--- config.mk ---
export PLATFORM = sky130hd
export DESIGN_NAME = event_detect_peak
export DESIGN_NICKNAME = d
export VERILOG_FILES = /design/src/rtl/event_detect_peak.sv
export SDC_FILE = /design/constraint.sdc
export NUM_CORES = 1
export LEC_CHECK = 0
export ABC_AREA = 1
export CAP_MARGIN = 20
export CORE_ASPECT_RATIO = 0.75
export CORE_MARGIN = 4
export CORE_UTILIZATION = 40
export CTS_CLUSTER_DIAMETER = 100
export DETAILED_ROUTE_END_ITERATION = 10
export GPL_TIMING_DRIVEN = 0
export PLACE_DENSITY = 0.7
export SLEW_MARGIN = 20
export SYNTH_ARGS = -nofsm -noshare
export SYNTH_HDL_FRONTEND = slang
export SYNTH_SLANG_ARGS = --single-unit
--- constraint.sdc ---
create_clock -name clock -period 5 [get_ports clock]
set_input_delay 0.75 -clock clock [delete_from_list [all_inputs] [get_ports clock]]
set_output_delay 0.75 -clock clock [all_outputs]
set_load 0.005 [all_outputs]
--- src/rtl/event_detect_peak.sv ---
// Step-triggered ADC event detector: arms on a baseline, triggers on a rising step above threshold, reports the pulse peak.
// Latency: event/timeout pulses and event_* data appear one clock after the sample strobe; no backpressure (one sample per valid edge).
module event_detect_peak #(
    parameter int DATA_WIDTH      = 24,
    parameter int COUNT_WIDTH     = 16,
    parameter int HOLDOFF_SAMPLES = 4,
    parameter int TIMEOUT_SAMPLES = 64
) (
    input  logic                         clock,
    input  logic                         reset_n,
    input  logic                         enable,
    input  logic                         adc_count_valid,
    input  logic signed [DATA_WIDTH-1:0] adc_count,
    input  logic        [DATA_WIDTH-1:0] rise_threshold,
    output logic                         event_detected,
    output logic                         event_timeout,
    output logic signed [DATA_WIDTH-1:0] event_peak,
    output logic signed [DATA_WIDTH-1:0] event_baseline,
    output logic signed [DATA_WIDTH:0]   event_amplitude,
    output logic        [COUNT_WIDTH-1:0] event_count,
    output logic                         busy
);

    localparam int RC_W = $clog2(TIMEOUT_SAMPLES + 1);
    localparam int HC_W = (HOLDOFF_SAMPLES < 2) ? 1 : $clog2(HOLDOFF_SAMPLES);

    typedef enum logic [1:0] {IDLE, ARMED, RISE, HOLDOFF} state_t;

    // With no holdoff configured the detector re-arms straight after an event.
    localparam state_t POST_EVENT = (HOLDOFF_SAMPLES == 0) ? ARMED : HOLDOFF;

    state_t                         state_q, state_d;
    logic                           valid_q, valid_d;
    logic signed [DATA_WIDTH-1:0]   last_q, last_d;
    logic signed [DATA_WIDTH-1:0]   peak_q, peak_d;
    logic signed [DATA_WIDTH-1:0]   base_q, base_d;
    logic        [RC_W-1:0]         rise_cnt_q, rise_cnt_d;
    logic        [HC_W-1:0]         hold_cnt_q, hold_cnt_d;
    logic                           det_q, det_d;
    logic                           tmo_q, tmo_d;
    logic signed [DATA_WIDTH-1:0]   ev_peak_q, ev_peak_d;
    logic signed [DATA_WIDTH-1:0]   ev_base_q, ev_base_d;
    logic signed [DATA_WIDTH:0]     ev_amp_q, ev_amp_d;
    logic        [COUNT_WIDTH-1:0]  count_q, count_d;

    logic                           strobe;
    logic signed [DATA_WIDTH:0]     diff;
    logic signed [DATA_WIDTH:0]     thr_ext;
    logic signed [DATA_WIDTH:0]     amp;

    // One extra bit so full-scale swings cannot wrap.
    assign strobe  = adc_count_valid & ~valid_q;
    assign diff    = {adc_count[DATA_WIDTH-1], adc_count} - {last_q[DATA_WIDTH-1], last_q};
    assign thr_ext = $signed({1'b0, rise_threshold});
    assign amp     = {peak_q[DATA_WIDTH-1], peak_q} - {base_q[DATA_WIDTH-1], base_q};

    always_comb begin
        state_d    = state_q;
        valid_d    = adc_count_valid;
        last_d     = last_q;
        peak_d     = peak_q;
        base_d     = base_q;
        rise_cnt_d = rise_cnt_q;
        hold_cnt_d = hold_cnt_q;
        det_d      = 1'b0;
        tmo_d      = 1'b0;
        ev_peak_d  = ev_peak_q;
        ev_base_d  = ev_base_q;
        ev_amp_d   = ev_amp_q;
        count_d    = count_q;

        if (!enable) begin
            state_d = IDLE;
        end else if (strobe) begin
            last_d = adc_count;
            case (state_q)
                IDLE: state_d = ARMED;
                ARMED: begin
                    if (diff > thr_ext) begin
                        base_d     = last_q;
                        peak_d     = adc_count;
                        rise_cnt_d = RC_W'(1);
                        state_d    = RISE;
                    end
                end
                RISE: begin
                    if (adc_count < peak_q) begin
                        det_d      = 1'b1;
                        ev_peak_d  = peak_q;
                        ev_base_d  = base_q;
                        ev_amp_d   = amp;
                        if (count_q != {COUNT_WIDTH{1'b1}})
                            count_d = count_q + COUNT_WIDTH'(1);
                        hold_cnt_d = '0;
                        state_d    = POST_EVENT;
                    end else if (rise_cnt_q == RC_W'(TIMEOUT_SAMPLES)) begin
                        tmo_d      = 1'b1;
                        hold_cnt_d = '0;
                        state_d    = POST_EVENT;
                    end else begin
                        peak_d     = adc_count;
                        rise_cnt_d = rise_cnt_q + RC_W'(1);
                    end
                end
                HOLDOFF: begin
                    if (hold_cnt_q == HC_W'(HOLDOFF_SAMPLES - 1))
                        state_d = ARMED;
                    else
                        hold_cnt_d = hold_cnt_q + HC_W'(1);
                end
                default: state_d = IDLE;
            endcase
        end
    end

    always_ff @(posedge clock or negedge reset_n) begin
        if (!reset_n) begin
            state_q    <= IDLE;
            valid_q    <= 1'b0;
            last_q     <= '0;
            peak_q     <= '0;
            base_q     <= '0;
            rise_cnt_q <= '0;
            hold_cnt_q <= '0;
            det_q      <= 1'b0;
            tmo_q      <= 1'b0;
            ev_peak_q  <= '0;
            ev_base_q  <= '0;
            ev_amp_q   <= '0;
            count_q    <= '0;
        end else begin
            state_q    <= state_d;
            valid_q    <= valid_d;
            last_q     <= last_d;
            peak_q     <= peak_d;
            base_q     <= base_d;
            rise_cnt_q <= rise_cnt_d;
            hold_cnt_q <= hold_cnt_d;
            det_q      <= det_d;
            tmo_q      <= tmo_d;
            ev_peak_q  <= ev_peak_d;
            ev_base_q  <= ev_base_d;
            ev_amp_q   <= ev_amp_d;
            count_q    <= count_d;
        end
    end

    assign event_detected  = det_q;
    assign event_timeout   = tmo_q;
    assign event_peak      = ev_peak_q;
    assign event_baseline  = ev_base_q;
    assign event_amplitude = ev_amp_q;
    assign event_count     = count_q;
    assign busy            = (state_q == RISE) || (state_q == HOLDOFF);

endmodule
# --- Yosys cells after proc, flatten, opt, wreduce, memory -nomap -nowiden ---
# Cells that the tools add are included.
word_totals:
  in_bits: 52
  elab_cells: 76
  reg_bits: 175
  output_inout_bits: 92
op_classes:
  reduce_logical: 11
  mux: 28
  n_bitwise: 2
  eq_ne: 15
  order_cmp: 2
  add_sub_neg: 5
ops:
  columns: ["op", "count"]
  rows:
  - ["two-way mux 24 bit", 3]
  - ["subtractor 24 x 24 -> 25 bit", 2]
  - ["case mux 24 bit (2 select lines)", 1]
  - ["> comparator 25 bit", 1]
  - ["< comparator 24 bit", 1]
  - ["two-way mux 7 bit", 3]
  - ["two-way mux 2 bit", 9]
  - ["adder 16 x 1 -> 16 bit, second input constant", 1]
  - ["!= test 16 bit, second input constant", 1]
  - ["case mux 7 bit (2 select lines)", 1]
  - ["AND reduction 4 bit", 3]
  - ["AND reduction 5 bit", 2]
  - ["two-way mux 1 bit", 9]
  - ["!= test 3 bit, second input constant", 3]
  - ["!= test 2 bit, second input constant", 4]
  - ["case mux 2 bit (4 select lines)", 1]
  - ["adder 7 x 1 -> 7 bit, second input constant", 1]
  - ["== test 7 bit, second input constant", 1]
  - ["== test 2 bit, second input constant", 3]
  - ["AND reduction 6 bit", 1]
  - ["!= test 4 bit, second input constant", 1]
  - ["case mux 2 bit (2 select lines)", 1]
  - ["nonzero test 2 bit", 2]
  - ["adder 2 x 1 -> 2 bit, second input constant", 1]
  - ["other kinds (7)", 7]

# --- Longest topological paths before layout ---
depth:
  ltp_word: 6
  ltp_mapped: 29
  depth_no_buf: 27

# --- Worst setup path after synthesis ---
# Ideal clock, no wire load.
synth_path:
  kind: "in2reg"
  start: "input adc_count[2]"
  end: "register peak_q[13]"
  required_ps: 4883
  arrival_ps: 3848
  setup_time_ps: 117
  path_buffers: 2
  stages: 28
  setup_slack_ps: 1035
  cell_sequence: "ha_1 a21oi_1 nand2_1 a31oi_1 o21ai_0 a21boi_0 o21ai_0 nand2_1 nand2_1 xor2_1 ha_1 nand4_1 nor3_1 nand2_1 nand2_1 nand2_1 nand2_1 nand2_1 nand2_1 nand2_1 nand2_1 nand2_1 nand2_2 nand2_2 buf_6 buf_6 nand2_2 nand2_1"
synth_via:
  elab_chain_cells: 4
  word_cells_on_any_way: 6
  cone_classes: "1 x add/sub; 2 x order compare; 2 x eq/ne; 1 x reduce/logical"
synth_rtl:
  columns: ["item", "line_no", "rtl"]
  rows:
  - ["start: declaration", "13", "input logic signed [DATA_WIDTH-1:0] adc_count,"]
  - ["subtractor 24 x 24 -> 25 bit", "53", "assign diff = {adc_count[DATA_WIDTH-1], adc_count} - {last_q[DATA_WIDTH-1], last_q};"]
  - ["> comparator 25 bit", "79", "if (diff > thr_ext) begin"]
  - ["!= test 2 bit (no source line)", null, null]
  - ["AND reduction 6 bit (no source line) (*)", null, null]
  - ["end signal: assignment", "135", "peak_q <= peak_d;"]
  - ["end: declaration", "35", "logic signed [DATA_WIDTH-1:0] peak_q, peak_d;"]
# Every way passes the cells marked *; elsewhere a longest branch is shown, timed or not.
# A chain may end at the register's enable or synchronous reset.

# --- Final worst setup path ---
layout_path:
  start: "input adc_count[0]"
  end: "register base_q[14]"
layout_via:
  elab_chain_cells: 3
layout_rtl:
  columns: ["item", "line_no", "rtl"]
  rows:
  - ["subtractor 24 x 24 -> 25 bit", "53", null]
  - ["> comparator 25 bit", "79", null]
  - ["AND reduction 4 bit (no source line)", null, null]
  - ["end signal: assignment", "136", "base_q <= base_d;"]
  - ["end: declaration", "36", "logic signed [DATA_WIDTH-1:0] base_q, base_d;"]
# No other way between the ends.

==> run metrics <==
critical path arrival=~5.0 ns; Worst R2R Path Depth=22; Slew @ Worst Pin=around 0.7 ns; reg2reg end=base_q[14]; Post-CTS Setup Bufs=0; most frequent cells in the layout=nand2_1, dfrtp_1, inv_1, clkdlybuf4s50_1, ha_1; Clock Sinks=approximately 180; CP Capture Type=flop; Min Hold Slack=about 0.30 ns; Layout area overhead=24.35%; post-synthesis cell area=approximately 11,000 um2; I/O pin cnt=approximately 140; Wirelength per Cell=16.75 um; Fin. Hold Viols=0; final instance area=around 13,000 um2; Finished Layout Cells=between 1,500 and 2,000; vias in the first global route=8,987; final wirelength=~31 mm; Peak Freq=between 200 and 250 MHz; first-pass GRT wire length=just under 50 mm; dpl hpwl=about 24 mm; routability cong.=about 0.99; maxcap violations=0; DR WL met3=2.392 mm; worst stage delay on the critical path=just over 0.5 ns; critical path class=in2reg; most common cell after layout, fill and taps aside=nand2_1; fin util=0.5053; R2R Setup Slk=0.87 ns; GR Overflow Total=0; sequential share of power=0.306; Layout Nets=about 1,600; slowest stage cell, crit path=clkdlybuf4s50_1; Max-Slew Margin vs Limit=0.5408; Main synth FF type=dfrtp_1; share of cells above drive strength 1=0.05697; leakage=between 6 and 7 nW; Clock Latency Late Sink=approximately 0.44 ns; Die W=between 150 and 200 um; Psw=between 0.002 and 0.0025 W; synthesis-stage register bit count=roughly 180; die area=approximately 29,000 um2; Port Buffers=~140; Max Used Layer=met4; design internal power=~0.0036 W; clock edge transition at the registers on the reported setup and hold paths=around 0.07 ns; Vias per Instance=slightly above 5; Worst path most repeated cell=nand2_1; status=finished clean; syn nets=roughly 1,500; Initial Util=0.4064; CP cell instances=clkdlybuf4s50_1, inv_1, ha_1, fa_1, o21ai_2, nand2_1, nand2_1, a21oi_1, o21bai_1, a21oi_1, xor2_1, ha_1, nand2_1, inv_1, nand3_1, nor3_2, nand4_1, nand2_1, nor2_2, nand3_1, clkbuf_4, buf_2, nand2_1, o21ai_0; Min Clock Period, post-route=4.664 ns; CP Launch Type=primary input; Post-synth EDFFs=0; Ys Warns=0; Final Cycle Share=0.9328; Distinct cells, synth=42; H-tree depth=4; placed cell areas=between 10,000 and 15,000 um2; share of synthesized registers carrying an async set or reset=1.000; TritonCTS Buffers=17; via count=roughly 9,500; GR Util All Layers=0.2113; Clock power frac=0.235; Worst Hold Class=in2async; DP Cell Count=between 1,500 and 2,000; PD cells=approximately 460 nW/um2; Logic pwr share=0.458; Die Y=about 150 um; Clock Path Buffers=2; DRC violations left=0; FF-to-FF Start=last_q[0]; Post-DRT Antenna Nets=0; initial antenna violation count=0; # rows=51; final setup fails=0; Max Slew Vio Count=0; post_cts resized=0; sw frac=0.4073; total power=roughly 0.0060 W; Syn Inst Count=1,315; M1 WL=~15 mm; TritonCTS clock tree=yes; DRT Pass-1 Iters=6; Avg Inst Size Synth=roughly 8 um2; cts hold-fix bufs=0; Worst Path Required=around 5.3 ns; Root Driver=clkbuf_16; Iter 0 DRT Violations=roughly 780; sequential area share after synthesis=0.4149; final clock skew=0.008645 ns; Core Area=approximately 26,000 um2; ant diodes=0; CP Max Fanout=10; worst vdd ir=around 0.27 mV; Met2 Routed Length=12.82 mm; RSZ-0062 raised after global routing=no; largest net degree at the start of global routing=96
[cell usage after synthesis, types with 3 or more instances]
library cell	count	share of area
nand2_1	339	0.12
dfrtp_1	175	0.41
inv_1	164	0.058
ha_1	102	0.12
o21ai_0	93	0.044
o21ai_1	78	0.037
a21oi_1	73	0.035
nand3_1	62	0.029
nor2_1	51	0.018
xor2_1	32	0.027
xnor2_1	27	0.022
buf_2	17	0.0081
clkbuf_1	14	0.0050
nand2_2	13	0.0077
nor3_1	12	0.0057
nand4_1	10	0.0059
nor4_1	7	0.0041
o211ai_1	6	0.0043
a21o_1	4	0.0028
o21bai_1	4	0.0028
a211oi_1	3	0.0021
buf_6	3	0.0032
nand3b_1	3	0.0021
or2_2	3	0.0018
[state kept, by name, summed over array words and instances (netlist names)]
signal	cells
peak_q	24
state_q	2
event_count	16
event_amplitude	25
event_detected	1
event_peak	24
event_baseline	24
base_q	24
valid_q	1
hold_cnt_q	2
rise_cnt_q	7
event_timeout	1
last_q	24
[how the worst max path moves through the flow]
stage / from / endpoint / slack, ns
6_report: adc_count[0] / base_q[14] / 0.34
3_3_place_gp: reset_n / event_peak[19] / -4.13
2_1_floorplan: adc_count[2] / peak_q[13] / 1.04
5_1_grt: adc_count[0] / peak_q[13] / 0.007
4_1_cts: adc_count[2] / peak_q[14] / 0.08
3_5_place_dp: adc_count[2] / base_q[1] / -0.33
[per-layer routing]
layer | GRT usage | vias to the layer above
met5 | 0 | -
li1 | - | 4625
met2 | 0.3079 | 328
met3 | 0.04710 | 19
met4 | 0.03245 | 0
met1 | 0.3274 | 4483
[stage by stage]
stage               setup WS, ns  TNS [ns]
floorplan                  1.035         0
global placement          -4.133   -726.86
detailed placement       -0.3263    -13.59
CTS                      0.08407         0
global route            0.006833         0
finish                    0.3362         0
[cells by family (layout without fill, tap and decap cells)]
group,after synthesis,in the layout,synth area share
simple gates,505,505,0.2006
compound gates,269,269,0.1337
buf+inv,203,380,0.07706
flops,175,175,0.4149
fa+ha+maj,104,104,0.1247
xor+xnor,59,59,0.04896
[worst max-delay path: cells and delay by family]
family,cells,cell delay [ns]
AO/OA/AOI/OAI,5,0.82
XOR/XNOR,1,0.15
adder cells (fa/ha/maj),3,0.96
buffers and inverters,5,1.15
AND/OR/NAND/NOR,10,1.17
[area by class of cell]
type | count | area [um2]
Clock buffer | 20 | 466.7
Multi-Input combinational cell | 937 | 5379
Sequential cell | 175 | 4379
Tap cell | 344 | 430.4
Buffer | 36 | 188.9
Inverter | 167 | 630.6
Fill cell | 2460 | 12850
Timing Repair Buffer | 145 | 1491
Clock inverter | 12 | 157.7
[power by group through the flow]
| stage | Sequential [W] | Clock [W] | Combinational (W) |
|---|---|---|---|
| 5_1_grt | 0.00187 | 0.00149 | 0.00312 |
| 4_1_cts | 0.00184 | 0.00143 | 0.00271 |
| 2_1_floorplan | 0.00181 | 0 | 0.00192 |
| 3_3_place_gp | 0.00186 | 0 | 0.00263 |
| 6_report | 0.00184 | 0.00142 | 0.00276 |
| 3_5_place_dp | 0.00186 | 0 | 0.00268 |
Note: power is estimated with default switching activity, not from simulation.
